### src/rtl/cart_mapper_multi.sv
// cart_mapper_multi
//   Mode-selectable MegaROM bank mapper for the MSX cartridge slot. One block
//   covers plain ROM, Konami, Konami SCC, ASCII8 and ASCII16 carts. It keeps
//   four 8 KB bank registers plus a per-page SRAM-select flag, and it produces
//   a registered, size-wrapped ROM byte address and the SRAM strobes used by
//   battery-backed ASCII carts.
//
// Ports
//   clk, reset        system clock, synchronous active-high reset
//   mode              0 plain, 1 Konami, 2 Konami SCC, 3 ASCII8, 4 ASCII16
//                     (5-7 behave as plain)
//   rom_size          loaded image size in bytes, sets the address wrap mask
//   addr, d_from_cpu  CPU address and write data
//   wr, rd, cs        CPU write/read level strobes and slot select
//   mem_addr          ROM byte address (registered)
//   mem_valid         mem_addr refers to a mapped ROM page
//   sram_addr         SRAM byte address (registered)
//   sram_we           one-cycle SRAM write pulse
//   sram_oe           SRAM drives read data (registered)
module cart_mapper_multi #(
  parameter int          ADDR_W      = 25,
  parameter int          BANK_W      = 8,
  parameter int          SRAM_ADDR_W = 13,
  parameter logic [7:0]  SRAM_MASK   = 8'h20
) (
  input  logic                   clk,
  input  logic                   reset,
  input  logic [2:0]             mode,
  input  logic [ADDR_W-1:0]      rom_size,
  input  logic [15:0]            addr,
  input  logic [7:0]             d_from_cpu,
  input  logic                   wr,
  input  logic                   rd,
  input  logic                   cs,
  output logic [ADDR_W-1:0]      mem_addr,
  output logic                   mem_valid,
  output logic [SRAM_ADDR_W-1:0] sram_addr,
  output logic                   sram_we,
  output logic                   sram_oe
);

  localparam logic [2:0] M_PLAIN   = 3'd0;
  localparam logic [2:0] M_KONAMI  = 3'd1;
  localparam logic [2:0] M_SCC     = 3'd2;
  localparam logic [2:0] M_ASCII8  = 3'd3;
  localparam logic [2:0] M_ASCII16 = 3'd4;

  function automatic logic [2:0] eff_mode(input logic [2:0] m);
    return (m > M_ASCII16) ? M_PLAIN : m;
  endfunction

  // Konami carts boot with bank i mapped to page i; everything else boots at 0.
  function automatic logic [BANK_W-1:0] bank_init(input int i, input logic [2:0] m);
    logic [2:0] e;
    e = eff_mode(m);
    return (e == M_KONAMI || e == M_SCC) ? BANK_W'(i) : '0;
  endfunction

  logic [2:0]        mode_q;
  logic [BANK_W-1:0] bank [4];
  logic [3:0]        sram_en;
  logic              wr_d;

  logic [2:0]        cur_mode;
  logic              wstb;
  logic              page_ok;
  logic [1:0]        page;

  assign cur_mode = eff_mode(mode_q);
  assign wstb     = cs & wr & ~wr_d;
  assign page_ok  = (addr[15:14] == 2'b01) | (addr[15:14] == 2'b10);
  // addr[15:13] - 2 for the 4000-BFFF window, reduced to two bits
  assign page     = {~addr[14], addr[13]};

  // Register-window decode
  logic              hit;
  logic              pair;
  logic [1:0]        tgt;
  logic              is_ascii;
  logic              sram_sel;
  logic [BANK_W-1:0] d_ext;
  logic [BANK_W-1:0] v_lo;
  logic [BANK_W-1:0] v_hi;

  assign is_ascii = (cur_mode == M_ASCII8) | (cur_mode == M_ASCII16);
  assign sram_sel = is_ascii & ((d_from_cpu & SRAM_MASK) != 8'h00);
  assign d_ext    = BANK_W'(d_from_cpu);
  assign v_lo     = d_ext << 1;
  assign v_hi     = v_lo | BANK_W'(1);

  always_comb begin
    hit  = 1'b0;
    pair = 1'b0;
    tgt  = 2'd0;
    case (cur_mode)
      M_KONAMI: begin
        case (addr[15:13])
          3'd3: begin hit = 1'b1; tgt = 2'd1; end
          3'd4: begin hit = 1'b1; tgt = 2'd2; end
          3'd5: begin hit = 1'b1; tgt = 2'd3; end
          default: ;
        endcase
      end
      M_SCC: begin
        case (addr[15:11])
          5'h0A: begin hit = 1'b1; tgt = 2'd0; end
          5'h0E: begin hit = 1'b1; tgt = 2'd1; end
          5'h12: begin hit = 1'b1; tgt = 2'd2; end
          5'h16: begin hit = 1'b1; tgt = 2'd3; end
          default: ;
        endcase
      end
      M_ASCII8: begin
        if (addr[15:13] == 3'd3) begin
          hit = 1'b1;
          tgt = addr[12:11];
        end
      end
      M_ASCII16: begin
        if (addr[15:11] == 5'h0C) begin
          hit = 1'b1; pair = 1'b1; tgt = 2'd0;
        end else if (addr[15:11] == 5'h0E) begin
          hit = 1'b1; pair = 1'b1; tgt = 2'd2;
        end
      end
      default: ;
    endcase
  end

  // Wrap mask: smear (rom_size-1) right to get 2^k-1; sizes 0 and 1 map to 0.
  logic [ADDR_W-1:0] smear;
  logic [ADDR_W-1:0] mask;
  always_comb begin
    smear = rom_size - ADDR_W'(1);
    for (int s = 1; s < ADDR_W; s = s * 2)
      smear = smear | (smear >> s);
    mask = (rom_size <= ADDR_W'(1)) ? '0 : smear;
  end

  logic [15:0]       plain_off;
  logic [ADDR_W-1:0] raw;
  assign plain_off = addr - 16'h4000;
  assign raw = (cur_mode == M_PLAIN) ? ADDR_W'(plain_off)
                                     : ADDR_W'({bank[page], addr[12:0]});

  always_ff @(posedge clk) begin
    if (reset) begin
      mode_q    <= mode;
      wr_d      <= 1'b0;
      sram_en   <= '0;
      for (int i = 0; i < 4; i++) bank[i] <= bank_init(i, mode);
      mem_addr  <= '0;
      mem_valid <= 1'b0;
      sram_addr <= '0;
      sram_we   <= 1'b0;
      sram_oe   <= 1'b0;
    end else begin
      mode_q <= mode;
      wr_d   <= wr;
      if (mode != mode_q) begin
        // new mapper type: reload its power-on banks, drop any write this cycle
        sram_en <= '0;
        for (int i = 0; i < 4; i++) bank[i] <= bank_init(i, mode);
      end else if (wstb && hit) begin
        if (pair) begin
          sram_en[tgt]           <= sram_sel;
          sram_en[{tgt[1], 1'b1}] <= sram_sel;
          if (!sram_sel) begin
            bank[tgt]            <= v_lo;
            bank[{tgt[1], 1'b1}] <= v_hi;
          end
        end else begin
          sram_en[tgt] <= sram_sel;
          if (!sram_sel) bank[tgt] <= d_ext;
        end
      end

      if (page_ok) begin
        mem_addr  <= raw & mask;
        mem_valid <= cs & ~sram_en[page];
      end else begin
        mem_valid <= 1'b0;
      end

      sram_addr <= addr[SRAM_ADDR_W-1:0];
      sram_oe   <= cs & rd & page_ok & sram_en[page];
      // only the upper two pages are writable SRAM
      sram_we   <= wstb & page_ok & sram_en[page] & page[1];
    end
  end

endmodule
### config.mk
export PLATFORM = sky130hd
export DESIGN_NAME = cart_mapper_multi
export DESIGN_NICKNAME = d
export VERILOG_FILES = /design/src/rtl/cart_mapper_multi.sv
export SDC_FILE = /design/constraint.sdc
export NUM_CORES = 1
export LEC_CHECK = 0
export BUFFER_PORTS_ARGS = -buffer_cell sky130_fd_sc_hd__buf_2
export CAP_MARGIN = 20
export CORE_UTILIZATION = 40
export CTS_BUF_LIST = sky130_fd_sc_hd__clkbuf_2
export DETAILED_ROUTE_END_ITERATION = 12
export GPL_ROUTABILITY_DRIVEN = 0
export PLACE_DENSITY = 0.65
export SLEW_MARGIN = 20
export SYNTH_ARGS = -nofsm -noshare
export SYNTH_HDL_FRONTEND = slang
export SYNTH_SLANG_ARGS = --single-unit
export TNS_END_PERCENT = 20
### constraint.sdc
create_clock -name clk -period 8.4 [get_ports clk]
set_input_delay 0.84 -clock clk [delete_from_list [all_inputs] [get_ports clk]]
set_output_delay 0.84 -clock clk [all_outputs]
set_load 0.05 [all_outputs]
* After elaboration in Yosys (flattened, before gate mapping)
Memories as Yosys holds them, arrays and structs flattened.
Cells that the tools add are included.
W data, S select, Z words.
** Storage, ports and cells
- Memory bits (writable) :: 32
- Output and inout port bits :: 41
- Memories kept :: 1
- Bits in latches :: 0
- Register bits after elaboration :: 49
- Bits in read-only memories :: 0
** Memory list
- bank :: words 4, width 8, rd ports 1, clocked after Yosys merged registers in 0, write ports 4, line 60 : logic [BANK_W-1:0] bank [4];
** Cells by class
- Div/mod/pow operators :: 0
- Bitwise gates (word level) :: 27
- Reduce and logical (&&, ||, !) cells :: 11
- Equal/unequal tests :: 17
- Mux-type cells :: 56
- Multiply operators :: 0
- $add $sub $neg :: 2
- Shift operators :: 0
- $lt $le $gt $ge :: 8
** Operators by type and width (number)
- $mux W8 :: 7
- $mux W1 :: 28
- $and A21 B25 Y25 :: 1
- $le A25 B1 Y1 const B :: 1
- $mux W25 :: 1
- $or A25 B17 Y25 :: 1
- $or A25 B21 Y25 :: 1
- $or A25 B23 Y25 :: 1
- $or A25 B24 Y25 :: 1
- $or A25 B9 Y25 :: 1
- $sub A25 B1 Y25 const B :: 1
- $mux W21 :: 1
- $reduce_or A8 Y1 :: 2
- $sub A16 B15 Y16 const B :: 1
- $eq A5 B4 Y1 const B :: 3
- $mux W2 :: 7
- $eq A3 B2 Y1 const B :: 4
- $pmux W2 S3 :: 2
- $and A1 B1 Y1 :: 10
- $eq A5 B5 Y1 const B :: 2
- $eq A3 B3 Y1 const B :: 3
- $lt A2 B3 Y1 const B :: 3
- $bwmux W4 :: 2
- $pmux W2 S4 :: 1
- other kinds (20) :: 36

* Depth between registers and ports, before layout
- Depth in word-level cells :: 14
- Depth in mapped cells :: 10
- Mapped depth without buffers :: 9

* Least setup slack after synthesis
OpenSTA, ideal clock, no wires.
- Path kind :: input -> register
- Start point :: input port rom_size[4]
- End point :: register mem_addr[12]
- Slack :: 4.986 ns
- Data required time :: 8.283 ns
- Arrival time :: 3.297 ns
- Buffers on the path :: 1
- Stages :: 8
- Cell sequence :: buf_2 nor4_4 nand4_2 or4_4 a2111oi_4 o211ai_1 or4_1 a32o_1
** On the way
- Longest elaborated chain between the ends :: 8
- Elaborated cells between the ends (all ways) :: 9
- Those cells by class :: 1 x add/sub; 1 x order compare; 1 x mux; 6 x bitwise
** RTL lines
- start, declared :: line 29 : input logic [ADDR_W-1:0] rom_size,
- $sub A25 B1 Y25 :: line 134 : smear = rom_size - ADDR_W'(1);
- $or A25 B24 Y25 :: line 136 : smear = smear | (smear >> s);
- $or A25 B23 Y25 :: line 136
- $or A25 B21 Y25 :: line 136
- $or A25 B17 Y25 :: line 136
- $or A25 B9 Y25 :: line 136
- $mux W25 * :: line 137 : mask = (rom_size <= ADDR_W'(1)) ? '0 : smear;
- $and A21 B25 Y25 * :: line 179 : mem_addr <= raw & mask;
- end signal, assigned :: line 179
- end, declared :: line 35 : output logic [ADDR_W-1:0] mem_addr,
Every way passes the cells marked *; elsewhere a longest branch is shown, timed or not.
A chain may end at the register's enable or synchronous reset.

* Worst setup path in the final report
- Start point :: input port rom_size[1]
- End point :: register mem_addr[12]
The elaborated chain is that of the path after synthesis.

==> metrics list <==
* Status: finished, final reports clean
* Dominant cells by area after synthesis: sky130_fd_sc_hd__dfxtp_1, sky130_fd_sc_hd__edfxtp_1, sky130_fd_sc_hd__nor2_1
* Share of async-settable or async-resettable flops after synthesis: 0%
* Post-CTS setup-driven buffer insertion count: 0
* Slew @ Worst Pin: 1.00 ns
* Clock slew at the register clock pins of the worst setup and hold paths: 0.22 ns
* Clock tree from TritonCTS: done
- Top library cells by usage in the layout, fill and taps aside: sky130_fd_sc_hd__buf_2, sky130_fd_sc_hd__nor2_1, sky130_fd_sc_hd__nand2_1
* Aggregate negative setup slack: 0 ns
- Pin count of the biggest net entering global routing: 26
- The min-delay analysis places its worst path in the category register to register.
- Number of global-route vias before repair: 3,829
* Die X-Extent: 106 um
- The area growth from synthesis to layout is 13.9%.
- Latest clock arrival within the worst-skew pair: 0.51 ns
- Max rail drop VDD: 0.0611 mV
* Leftover overflow at the end of global routing: 0
- Worst hold margin: 0.429 ns
- Count of nets left with antenna violations after detail routing: 0
* Detailed-route vias per instance: 5.78
- The number of antenna diodes in the final layout is 0.
- Largest area contributor in the synthesized netlist: sky130_fd_sc_hd__dfxtp_1
- DRC violations left: 0
* Layout Skew: 0.0335 ns
- Across all layers, the routed design uses 4,016 vias.
* Ports placed on the boundary: 98
* Port-buffer cells: 93
* Std cell rows: 37
* Resized Gates After CTS: 0
- The pre-antenna-repair detailed-routing pass consisted of 5 iterations.
- The worst setup path is launched from a primary input.
* Leakage component of the power: 1.98 nW
- The clock net in this run drives a total of 77 sinks.
* Number of warning messages in the yosys log: 0
* Netlist Area Pre-Place: 0.00434 mm^2
* Startpoint-to-endpoint class of the critical path: primary input to register
- Of all nets on the critical path, the largest fanout is 12.
* Commonest register cell after synthesis: sky130_fd_sc_hd__dfxtp_1
* Library cells used by synthesis: 67
- H-tree lvl count: 3
- Overall die height: 106 um
* Instance count of the mapped netlist: 476
- Static timing analysis puts the maximum clock frequency at 0.273 GHz.
* Floorplan die area: 0.0113 mm^2
- In the final layout, the share of cells above drive strength 1 is 23.4%.
- After detailed routing, the total wire length is 11.7 mm.
- The synthesized design contains 30 enable-type register cells.
* Max-slew violation count: 0
* Top-area cell type share of the netlist area: 21.7%
* Wire length per cell after detailed routing: 16.8 um
- Setup repair after global routing left no endpoint under its margin.
* Most common cell after layout, fill and taps aside: sky130_fd_sc_hd__buf_2
* Data arrival time of the critical path: 4.07 ns
- At the end of the flow, the number of nets in the layout was 614.
- Combined global-route utilization of all metal layers: 21.3%
- The tree is rooted in a sky130_fd_sc_hd__clkbuf_2.
- Worst Path Required: 8.80 ns
- The detailed router finished its first iteration with 281 violations.
- Global-route wire length before repair: 18.9 mm
- Max-Slew Margin vs Limit: 32.9%
* Clock period minus worst slack: 3.66 ns
* Synth Register Bits: 77
- Across the run, the number of max-cap violations was 0.
- Final worst path period share: 43.6%
- The initial antenna violation count was 0.
- Starting Density: 41.7%
- For this run, the register share of the synthesized area comes to 42.4%.
- The total area inside the core boundary comes to 0.0104 mm^2.
- Cts bufs inserted: 9
* Power Dens Cells: 148 mW/mm^2
- Average instance area after synthesis: 9.13 um^2
- Setup Viol. Count Final: 0
* Final hold violations: 0
- Maximum clock insertion buffer count: 2
- Crit path capture type: register
* Hold buffer count at CTS: 0
* Post-detail-place hpwl: 8.82 mm
==> cells in the mapped netlist (6+ instances only) <==
library cell               number
sky130_fd_sc_hd__inv_1         11
sky130_fd_sc_hd__nor2_1        52
sky130_fd_sc_hd__mux4_2         7
sky130_fd_sc_hd__dfxtp_1       47
sky130_fd_sc_hd__clkbuf_1      21
sky130_fd_sc_hd__nand2b_1       6
sky130_fd_sc_hd__a21oi_1       18
sky130_fd_sc_hd__xor2_1        12
sky130_fd_sc_hd__nor3_1        14
sky130_fd_sc_hd__nand3_1        8
sky130_fd_sc_hd__nand4_1        6
sky130_fd_sc_hd__edfxtp_1      30
sky130_fd_sc_hd__nor2b_1       26
sky130_fd_sc_hd__mux2i_1        7
sky130_fd_sc_hd__nor4_1        16
sky130_fd_sc_hd__nand2_1       50
sky130_fd_sc_hd__o21ai_0       27
==> kinds of logic after synthesis <==
logic type               count (synthesis)  share of synthesized area, %
multiplexers                            15                          5.50
XOR/XNOR                                17                          3.43
other                                    1                        0.0863
flip-flops                              77                          42.4
buffers and inverters                   42                          4.26
adder cells (fa/ha/maj)                  3                         0.864
AND/OR/NAND/NOR                        222                          27.6
AO/OA/AOI/OAI                           99                          15.9
==> sequential cells by signal (all words and copies together) (netlist names), named ones only <==
register,flops
mem_addr,21
mem_valid,1
sram_oe,1
sram_we,1
sram_en,2
sram_addr,13
bank,32
wr_d,1
mode_q,3
==> metrics by stage <==
step / util (%) / instance area (um^2) / std cells / power [mW] / setup WS [ns]
4_1_cts: 47.5 / 4940 / 695 / 0.737 / 4.83
3_5_place_dp: 46.7 / 4860 / 679 / 0.570 / 4.30
2_1_floorplan: - / 4360 / 479 / 0.523 / 4.99
5_1_grt: 47.5 / 4950 / 695 / 0.763 / 4.58
3_3_place_gp: 46.7 / 4860 / 679 / 0.568 / 4.45
6_report: 47.5 / 4950 / 695 / 0.730 / 4.74
==> worst paths after layout <==
kind | endpoint | slack [ns] | cells after the start | from
worst min-delay path | sram_we | 0.43 | 1 | wr_d
worst max register to register | bank[0][6] | 5.23 | 7 | mode_q[2]
worst min register to register | sram_we | 0.43 | 1 | wr_d
worst max-delay path | mem_addr[12] | 4.74 | 10 | rom_size[1]
==> power breakdown <==
group	internal (mW)	switching, mW	total, mW
Sequential	0.406	0.00857	0.414
Clock	0.0433	0.123	0.167
Combinational	0.0446	0.104	0.149
Total	0.494	0.236	0.730
==> routing by layer <==
metal	global-route usage (%)	vias up	wire (um)
met1	27.1	1890	4940
met3	4.54	19	996
met5	0	-	0
met2	36.0	197	5580
met4	6.55	0	146
li1	-	1910	-
==> worst max-delay path, cell delays in order <==
cell and delay (ns):
sky130_fd_sc_hd__buf_2 0.14, sky130_fd_sc_hd__inv_1 0.08, sky130_fd_sc_hd__ha_1 0.19, sky130_fd_sc_hd__nor2b_1 0.43
sky130_fd_sc_hd__nand4_1 0.33, sky130_fd_sc_hd__o31a_1 0.36, sky130_fd_sc_hd__a2111oi_4 0.37, sky130_fd_sc_hd__o211ai_1 0.41
sky130_fd_sc_hd__or4_1 0.64, sky130_fd_sc_hd__a32o_1 0.27
==> area by class of cell <==
class,count,area [um^2]
clock buffer,13,65.1
clock inverter,3,15.0
fill,1011,5470
inverter,11,41.3
multi-input combinational,360,2330
sequential,77,1840
tap,136,170
timing repair buffer,95,480
Power figures use the tool's default switching activity.
